<file path="src/rtl/regfile_pkg.sv">
// Shared register-file constants and the write request record.
package regfile_pkg;
  localparam int DATA_W   = 64;
  localparam int ADDR_W   = 5;
  localparam int NUM_REGS = 32;
  localparam int ZERO_REG = 31;

  typedef struct packed {
    logic [ADDR_W-1:0] addr;
    logic [DATA_W-1:0] data;
  } wr_req_t;
endpackage

</file>
<file path="src/rtl/regfile_write_arbiter_rr_arbiter.sv">
// Round-robin arbiter: combinational one-hot grant, rotating priority pointer.
module rr_arbiter #(
  parameter int N = 2
) (
  input  logic         clk,
  input  logic         reset,
  input  logic [N-1:0] req,
  input  logic         en,
  output logic [N-1:0] gnt,
  output logic [1:0]   gnt_idx
);
  logic [1:0] ptr;
  logic       found;
  int         off;

  // First requester at or after ptr (wrapping) wins; nothing wins in reset or when disabled.
  always_comb begin
    gnt     = '0;
    gnt_idx = ptr;
    found   = 1'b0;
    off     = 0;
    if (!reset && en) begin
      for (int k = 0; k < N; k++) begin
        off = int'(ptr) + k;
        if (off >= N) off = off - N;
        for (int i = 0; i < N; i++) begin
          if (!found && req[i] && (i == off)) begin
            found   = 1'b1;
            gnt[i]  = 1'b1;
            gnt_idx = 2'(i);
          end
        end
      end
    end
  end

  // Priority moves to the requester after the winner; held when nothing is granted.
  always_ff @(posedge clk) begin
    if (reset)
      ptr <= '0;
    else if (|gnt)
      ptr <= (gnt_idx == 2'(N-1)) ? 2'd0 : gnt_idx + 2'd1;
  end
endmodule

</file>
<file path="src/rtl/regfile_write_arbiter.sv">
// Shares the register-file write port among N_REQ requesters; one registered write per cycle.
module regfile_write_arbiter #(
  parameter int N_REQ    = 2,
  parameter int DATA_W   = regfile_pkg::DATA_W,
  parameter int ADDR_W   = regfile_pkg::ADDR_W,
  parameter int ZERO_REG = regfile_pkg::ZERO_REG
) (
  input  logic                    clk,
  input  logic                    reset,
  input  logic [N_REQ-1:0]        req_valid,
  input  logic [N_REQ*ADDR_W-1:0] req_addr,
  input  logic [N_REQ*DATA_W-1:0] req_data,
  output logic [N_REQ-1:0]        req_ready,
  input  logic                    rf_hold,
  output logic                    rf_wr_en,
  output logic [ADDR_W-1:0]       rf_wr_addr,
  output logic [DATA_W-1:0]       rf_wr_data,
  output logic [1:0]              grant_id
);
  typedef struct packed {
    logic [ADDR_W-1:0] addr;
    logic [DATA_W-1:0] data;
  } sel_t;

  logic [N_REQ-1:0] gnt;
  logic [1:0]       gnt_idx;
  sel_t             sel;
  logic             xfer;
  logic             keep;

  rr_arbiter #(.N(N_REQ)) u_arb (
    .clk     (clk),
    .reset   (reset),
    .req     (req_valid),
    .en      (~rf_hold),
    .gnt     (gnt),
    .gnt_idx (gnt_idx)
  );

  assign req_ready = gnt;
  assign xfer      = |gnt;

  // One-hot mux of the winning request's address and data.
  always_comb begin
    sel = '0;
    for (int i = 0; i < N_REQ; i++)
      if (gnt[i]) sel = {req_addr[i*ADDR_W +: ADDR_W], req_data[i*DATA_W +: DATA_W]};
  end

  // Zero-register writes complete the handshake but never reach the file.
  assign keep = xfer && (sel.addr != ADDR_W'(ZERO_REG));

  // Write-port stage: enable pulses one cycle per kept transfer; addr/data hold otherwise.
  always_ff @(posedge clk) begin
    if (reset) begin
      rf_wr_en   <= 1'b0;
      rf_wr_addr <= '0;
      rf_wr_data <= '0;
      grant_id   <= '0;
    end else begin
      rf_wr_en <= keep;
      if (keep) begin
        rf_wr_addr <= sel.addr;
        rf_wr_data <= sel.data;
      end
      if (xfer) grant_id <= gnt_idx;
    end
  end
endmodule

</file>
<file path="config.mk">
export PLATFORM = sky130hd
export DESIGN_NAME = regfile_write_arbiter
export DESIGN_NICKNAME = d
export VERILOG_FILES = /design/src/rtl/regfile_pkg.sv /design/src/rtl/regfile_write_arbiter_rr_arbiter.sv /design/src/rtl/regfile_write_arbiter.sv
export SDC_FILE = /design/constraint.sdc
export NUM_CORES = 1
export LEC_CHECK = 0
export CORE_MARGIN = 8
export CORE_UTILIZATION = 42
export CTS_CLUSTER_DIAMETER = 40
export DETAILED_ROUTE_END_ITERATION = 12
export GPL_TIMING_DRIVEN = 0
export PLACE_DENSITY_LB_ADDON = 0.05
export SLEW_MARGIN = 20
export SYNTH_ARGS = -nofsm -noshare
export SYNTH_HDL_FRONTEND = slang
export SYNTH_SLANG_ARGS = --single-unit
</file>
<file path="constraint.sdc">
create_clock -name clk -period 4.3 [get_ports clk]
set_input_delay 0.86 -clock clk [delete_from_list [all_inputs] [get_ports clk]]
set_output_delay 0.86 -clock clk [all_outputs]
set_load 0.01 [all_outputs]
</file>
Word-level counts from Yosys, hierarchy flattened
Cells that the tools add are included.
Word-level totals
  register bits: 74
  bits in latches: 0
  bits in writable memories: 0
  memory bits (read-only): 0
  bits of input ports: 143
  logic and storage cells: 54
  memories kept: 0
Cells by class
  $add $sub $neg: 4
  multipliers: 0
  div/mod/pow operators: 0
  $lt $le $gt $ge: 2
  eq/ne operators: 4
  shifts and indexed selects: 0
  multiplexer cells: 22
  bitwise gates (word level): 1
  reduce and logical (&&, ||, !) cells: 16
Operator list (number)
  $mux 69: 2
  $mux 32: 4
  $eq 2x32->1 const A: 2
  $logic_not 32->1: 2
  $ge 32x3->1 const B: 1
  $sub 32x3->32 const B: 1
  $mux 2: 7
  $logic_and 1x1->1: 9
  $mux 1: 9
  $ne 5x5->1 const B: 1
  $logic_not 1->1: 4
  $add 2x1->3 const B: 1
  $sub 2x2->3 const B: 1
  $add 2x1->2 const B: 1
  $eq 2x1->1 const B: 1
  $ge 2x2->1 const B: 1
  $reduce_or 2->1: 1
  $not 1->1: 1

Longest topological paths before layout
Gate-level depths: netlist of run 1.
  depth after elaboration: 26
  gate-level depth with buffers: 7
  depth with buffers taken out: 6

Hierarchy
From an unflattened synthesis of run 1, not the netlist that was laid out.
Unflattened totals
  cells, all modules: 285
  area, all modules: 3086.7 µm²
Modules (own cells, without submodules)
  regfile_write_arbiter: times used 1, cells each 268, area each 2949.1 µm², sequential area each 1441.4 µm²
  rr_arbiter: times used 1, cells each 17, area each 137.6 µm², sequential area each 40.0 µm²

Least setup slack after synthesis of run 1
OpenSTA, ideal clock, no wires.
  kind: input to output
  start point: input port rf_hold
  end point: output port req_ready[1]
  data arrival time: 1.475 ns
  path slack: 1.965 ns
  stages: 4
  path through: nor2_2 > nand3_2 > buf_2 > inv_2
On the way
  word-level cells in the longest chain between the ends: 3
Ends and longest elaborated chain
  start: declaration: RTL line regfile_write_arbiter.sv:14  | input logic rf_hold,
  $not 1->1: RTL line regfile_write_arbiter.sv:35  | .en (~rf_hold),
  $logic_and 1x1->1: RTL line regfile_write_arbiter_rr_arbiter.sv:22  | if (!reset && en) begin
  $mux 2: RTL line regfile_write_arbiter_rr_arbiter.sv:22
  end: declaration: RTL line regfile_write_arbiter.sv:13  | output logic [N_REQ-1:0] req_ready,
No other way between the ends.

Final worst setup path of run 1
Same ends and word-level chain as after synthesis.

==> results of run 1 <==
==> cells in the mapped netlist <==
master    number
a211oi_2       5
a21oi_1        3
a221oi_2      64
a311oi_1       1
and3_1         1
buf_2          2
buf_6         14
clkbuf_1      27
clkinv_4       1
dfxtp_1       74
inv_1         71
inv_2          2
nand2_1        2
nand2b_1       1
nand3_1        1
nand3_2        1
nand3_4        1
nand4_4        1
nor2_1         1
nor2_2         2
nor3b_1        1
nor4b_1        1
o21ai_2        1
o21ai_4        1
o22ai_1        5
o32ai_1       64
==> worst max path at each step <==
stage | end | slack (ns) | cells after the start
2_1_floorplan | req_ready[1] | 1.97 | 4
3_3_place_gp | req_ready[1] | 0.68 | 6
3_5_place_dp | req_ready[1] | 0.70 | 6
4_1_cts | req_ready[1] | 0.69 | 6
5_1_grt | req_ready[1] | 0.64 | 6
6_report | req_ready[1] | 0.71 | 6
==> routing by layer <==
metal / vias to the layer above / part of all wire / track usage
met1: 1731 / 0.40 / 0.222
met3: 14 / 0.081 / 0.0736
li1: 1827 / - / -
met5: - / 0 / 0
met4: 0 / 0.015 / 0.0604
met2: 131 / 0.51 / 0.342
==> cells in the final DEF (no fill, tap or decap), drive strengths merged <==
cell type,synthesis,final
clkdlybuf4s50,0,216
dfxtp,74,74
inv,73,73
o32ai,64,64
a221oi,64,64
clkbuf,27,36
buf,16,16
o22ai,5,5
a211oi,5,5
bufinv,0,4
a21oi,3,3
nor2,3,3
clkinv,1,3
nand3,3,3
nand2,2,2
o21ai,2,2
nand2b,1,1
and3,1,1
nand4,1,1
nor4b,1,1
nor3b,1,1
a311oi,1,1
==> logic make-up (layout without fill, tap and decap cells) <==
logic type / Yosys count / count (layout) / synth area share
buffers and inverters: 117 / 348 / 0.145
AND/OR/NAND/NOR: 13 / 13 / 0.0280
AO/OA/AOI/OAI: 144 / 144 / 0.438
flip-flops: 74 / 74 / 0.389
==> sequential cells by signal, indices dropped and copies added, names as in the netlist <==
register and count:
rf_wr_addr 5, u_arb.ptr 2, grant_id 2, rf_wr_en 1, rf_wr_data 64
==> worst max-delay path: cells and delay by family <==
family / cells / cell delay (ns)
buf+inv: 4 / 1.37
simple gates: 2 / 0.49
==> area by class of cell <==
class / count / area, um^2 / area share
Timing Repair Buffer: 216 / 2160 / 0.340
Multi-Input combinational cell: 157 / 1770 / 0.279
Sequential cell: 74 / 1480 / 0.233
Inverter: 74 / 283 / 0.0445
Buffer: 43 / 269 / 0.0423
Tap cell: 108 / 135 / 0.0213
Clock inverter: 6 / 130 / 0.0205
Clock buffer: 9 / 124 / 0.0195
==> metrics by stage <==
stage               instances  instance area [um^2]  total power [mW]  utilization  setup slack, ns
floorplan                 348                  3800             0.971            -             1.97
global placement          672                  6100              1.23        0.696            0.680
detailed placement        672                  6100              1.24        0.696            0.695
CTS                       687                  6350              1.94        0.725            0.691
global route              687                  6350              2.00        0.725            0.644
finish                    687                  6350              1.92        0.725            0.710
==> report_power, final <==
group / internal [mW] / leakage [nW] / total (mW) / switching [mW]
Clock: 0.439 / 0.129 / 0.691 / 0.252
Combinational: 0.282 / 1.35 / 0.465 / 0.183
Sequential: 0.736 / 0.608 / 0.761 / 0.0248
Total: 1.46 / 2.09 / 1.92 / 0.460
==> results.md, run 1 <==
- Status: complete, no violations
- Initial antenna violation count: 0
- Worst-case clock skew: approximately 0.01 ns
- Critical Path, Cell by Cell: clkdlybuf4s50_1 > nor2_2 > nand3_2 > buf_2 > inv_2 > clkdlybuf4s50_1
- Largest fanout on the critical path: 10
- Vias per std cell: ~5.4
- Clock buffer count from CTS: 9
- Leakage: 2.09 nW
- H-tree depth: 3
- Largest net degree at the start of global routing: 13
- Post-synthesis cell type count: 26
- Max-cap violations: 0
- Insertion delay to the later sink of the worst-skew pair: 0.34 ns
- Ys Warns: 0
- Synth top area share: 0.389
- Gr usage total: 0.199
- Synthesized net count: between 400 and 500
- Post-CTS sizing: 0
- First-pass GRT wire length: 20,200 um
- Routed Antenna Nets: 0
- Hold path startpoint: rf_wr_data[28]$_SDFFE_PP0P_
- Crit-path max cell delay: 0.54 ns
- Worst hold path stage count: 2
- Post-layout minimum cycle time: 3.59 ns
- Reg2reg end: rf_wr_data[31]$_SDFFE_PP0P_
- Final worst path period share: 0.835
- Clock-pin slew on the worst setup and hold paths: approximately 0.07 ns
- Fin. max-slew vios: 0
- Core region area: around 9000 um^2
- Number of clock sinks: 74
- Hold Crit Endpoint: rf_wr_data[28]$_SDFFE_PP0P_
- Flops & latches, synth: 74
- Die width: between 100 and 150 um
- Vias post-DR: approximately 3,700
- WP data arrival: 2.73 ns
- Worst min path class: reg2reg
- Routability cong.: 0.771
- CP startpoint: rf_hold
- RSZ-0062 raised after global routing: no
- # rows: 34
- Slew headroom: 0.519
- Fin. Hold Viols: 0
- Detailed Route Iter0 Violations: 98
- Via count of the first global-routing pass: 3,779
- Port bufs: 216
- Total congestion overflow: 0
- Synth Instances: 348
- Pwr/cell area: 302 nW/um^2
- Worst R2R Setup Slack: 2.49 ns
- Routed WL: ~13,000 um
- Post-route DRC: 0
- TritonCTS clock tree: done
- Crit path max-delay cell type: clkdlybuf4s50_1
- Worst Reg-to-Reg Cells: 5
- Mapped Avg Cell Area: 10.9 um^2
- Required time of the critical path: 3.44 ns
- Syn Std Cell Area: 3800 um^2
- Ratio of cells with drive above 1 in the final layout: 0.190
- Clk buf depth: 2
- Ports: 217
- CP dominant cell by count: clkdlybuf4s50_1
- Post-CTS setup buffer count: 0
- Post-synth top area cell: dfxtp_1
- Initial core utilization: 0.434
- DR pass1 iterations: 4
- Ant diodes: 0
- Worst reg2reg startpoint: u_arb.ptr[0]$_SDFFE_PP0P_
- HPWL Detailed: 10,200 um
- CTS Root Cell: clkbuf_8
- Layout area overhead: 67.1%
- Crit start category: input pin
- Fmax: 0.279 GHz
- Setup_tns: 0 ns
- Critical path capture point type: output pin
- Hold-fix buffers, CTS: 0
- DIE AREA: ~12,000 um^2
- Drt wl/cell: roughly 19 um
- FILL cells: 696
- Final number of setup-violating endpoints: 0
- Worst Max-Slew Pin Slew: 0.722 ns
- Largest cells by area after synthesis: dfxtp_1 (39%), a221oi_2 (25%), o32ai_1 (15%), inv_1 (7.0%), buf_6 (4.1%)
- Max VDD drop: 0.000184 V
- Fin nets: ~700
- Register area share after synthesis: 0.389
- Worst hold slack: ~0.46 ns
- Die Span Y: 111 um
- Critical path class: in2out
Power figures use the tool's default switching activity.
==> inputs of run 2 (changes only) <==
- CORE_UTILIZATION: 42 -> 39
- clock period: 4.3 -> 3.7 ns (I/O delays scaled with it)
==> results.md, run 2 (synthesized netlist as in run 1, its figures left out) <==
- Reg2reg end: rf_wr_data[3]$_SDFFE_PP0P_
- Fin. Hold Viols: 0 (unchanged)
- CTS Root Cell: clkbuf_8
- Leakage: 2.06 nW (-1.3%)
- Largest net degree at the start of global routing: 12 (-1)
- TritonCTS clock tree: done
- Post-route DRC: 0 (unchanged)
- Fin. max-slew vios: 0 (unchanged)
- Busiest grt layer: met2
- Met2 global-route usage: 0.332 (-0.0101)
- Met1 usage: 0.214 (-0.00762)
- Worst-case clock skew: 0.00863 ns (-0.00127 ns)
- Max VDD drop: 0.000172 V (-6.5%)
- Commonest non-fill, non-tap cell in the layout: clkdlybuf4s50_1
- RSZ-0062 raised after global routing: no
- Ratio of cells with drive above 1 in the final layout: 0.190 (unchanged)
- Multi-input gate area: 1770 um^2 (unchanged)
- Routed Antenna Nets: 0 (unchanged)
- Total congestion overflow: 0 (unchanged)
- Post-layout minimum cycle time: 3.38 ns
- Hold Crit Endpoint: rf_wr_data[7]$_SDFFE_PP0P_
- Drt wl/cell: 18.5 um (-2.2%)
- Largest Register: rf_wr_data
- Commonest cells after routing, fill and taps aside: clkdlybuf4s50_1 (216), dfxtp_1 (74), inv_1 (71), o32ai_1 (64), a221oi_2 (64)
- Crit start category: input pin
- DIE AREA: 13,200 um^2 (+6.6%)
- Detailed Route Iter0 Violations: 180 (+84%)
- Worst hold path stage count: 2 (unchanged)
- Layout area overhead: 66.2%
- Ports: 217 (unchanged)
- Number of clock sinks: 74 (unchanged)
- Port bufs: 216 (unchanged)
- DR pass1 iterations: 4 (unchanged)
- Clock buffer count from CTS: 9 (unchanged)
- Critical path capture point type: output pin
- Flip-flop and latch area: 1480 um^2 (unchanged)
- Worst R2R Setup Slack: 1.86 ns (-0.63 ns)
- Final number of setup-violating endpoints: 0 (unchanged)
- Die width: 115 um (+3.2%)
- Clk buf depth: 2 (unchanged)
- Worst Max-Slew Pin Slew: 0.715 ns (-0.00679 ns)
- Die Span Y: 115 um (+3.2%)
- Gr usage total: 0.194 (-0.00422)
- Slew headroom: 0.523 (+0.00453)
- HPWL Detailed: 10,300 um (+0.31%)
- WP data arrival: 2.64 ns (-0.09 ns)
- Met3 GRT Util: 0.0741 (+0.000462)
- Post-CTS sizing: 0 (unchanged)
- Post-CTS setup buffer count: 0 (unchanged)
- Core region area: 9640 um^2 (+10%)
- Ant diodes: 0 (unchanged)
- First-pass GRT wire length: 20,200 um (+0.34%)
- Via count of the first global-routing pass: 3,926 (+3.9%)
- FILL cells: 804 (+16%)
- Worst reg2reg startpoint: u_arb.ptr[0]$_SDFFE_PP0P_
- Vias per std cell: 5.20 (-3.5%)
- Top flop regs: rf_wr_data: 64 flops, rf_wr_addr: 5 flops
- Worst Reg-to-Reg Cells: 5 (unchanged)
- Required time of the critical path: 2.96 ns (-0.48 ns)
- Fin nets: 718 (unchanged)
- Fmax: 0.296 GHz
- Initial core utilization: 0.395 (-0.0394)
- Worst min path class: reg2reg
- Number of flip-flops under the largest register name: 64 (unchanged)
- Final core occ: 0.656 (-0.0694)
- Routability cong.: 0.775 (+0.51%)
- Setup_tns: 0 ns (unchanged)
- Status: complete, no violations
- Max-cap violations: 0 (unchanged)
- Hold-fix buffers, CTS: 0 (unchanged)
- Critical path class: in2out
- Vias post-DR: 3,702 (-0.027%)
- Routed WL: 13,100 um (+1.4%)
- Final worst path period share: 0.912
- Largest fanout on the critical path: 10 (unchanged)
- Initial antenna violation count: 0 (unchanged)
- H-tree depth: 3 (unchanged)
- # rows: 36 (+5.9%)
- Hold path startpoint: rf_wr_data[7]$_SDFFE_PP0P_
- Pwr/cell area: 321 nW/um^2 (+6.4%)
- Clock-pin slew on the worst setup and hold paths: 0.08 ns (about the same)
- Insertion delay to the later sink of the worst-skew pair: 0.34 ns (about the same)
## run 2: changes by cell type in the layout (fill, tap and decap cells not counted)
cell / previous run / this run
clkbuf_8: 9 / 13
bufinv_16: 4 / 0
## run 2: how the worst max path moves through the flow
stage | from | endpoint | slack [ns]
after global placement | rf_hold | req_ready[1] | 0.30
after global routing | rf_hold | req_ready[1] | 0.24
after floorplan | rf_hold | req_ready[1] | 1.61
after CTS | rf_hold | req_ready[1] | 0.29
after detailed placement | rf_hold | req_ready[1] | 0.29
final | rf_hold | req_ready[1] | 0.32
## run 2: worst max-delay path: stages
cell and delay (ns):
clkdlybuf4s50_1 0.45, nor2_2 0.21, nand3_2 0.31, buf_2 0.30, inv_2 0.08, clkdlybuf4s50_1 0.55
## run 2: metal layers
| metal | up-vias | wire, um |
|---|---|---|
| li1 | 1827 | - |
| met1 | 1726 | 5430 |
| met2 | 129 | 6320 |
| met3 | 20 | 1110 |
| met4 | 0 | 280 |
| met5 | - | 0 |
## run 2: final cells by class
| cell class | instances | share of cell area |
|---|---|---|
| Buffer | 43 | 0.0426 |
| Clock buffer | 13 | 0.0283 |
| Clock inverter | 2 | 0.00158 |
| Inverter | 74 | 0.0447 |
| Multi-Input combinational cell | 157 | 0.280 |
| Sequential cell | 74 | 0.234 |
| Tap cell | 133 | 0.0263 |
| Timing Repair Buffer | 216 | 0.342 |
## run 2: metrics by stage
stage          worst slack [ns]  std cells  hold WS (ns)  instance area [um^2]  power (mW)
6_report                  0.324        712         0.459                  6320        2.03
5_1_grt                   0.237        712         0.472                  6320        2.12
4_1_cts                   0.286        712         0.462                  6320        2.05
3_5_place_dp              0.288        697         0.451                  6130        1.45
3_3_place_gp              0.297        697         0.446                  6130        1.44
2_1_floorplan              1.61        348         0.471                  3800        1.13
## run 2: power breakdown
part	leakage (nW)	internal (mW)	switching [mW]	total, mW
combinational	1.35	0.328	0.214	0.542
sequential	0.608	0.855	0.0280	0.883
clock	0.101	0.311	0.291	0.602
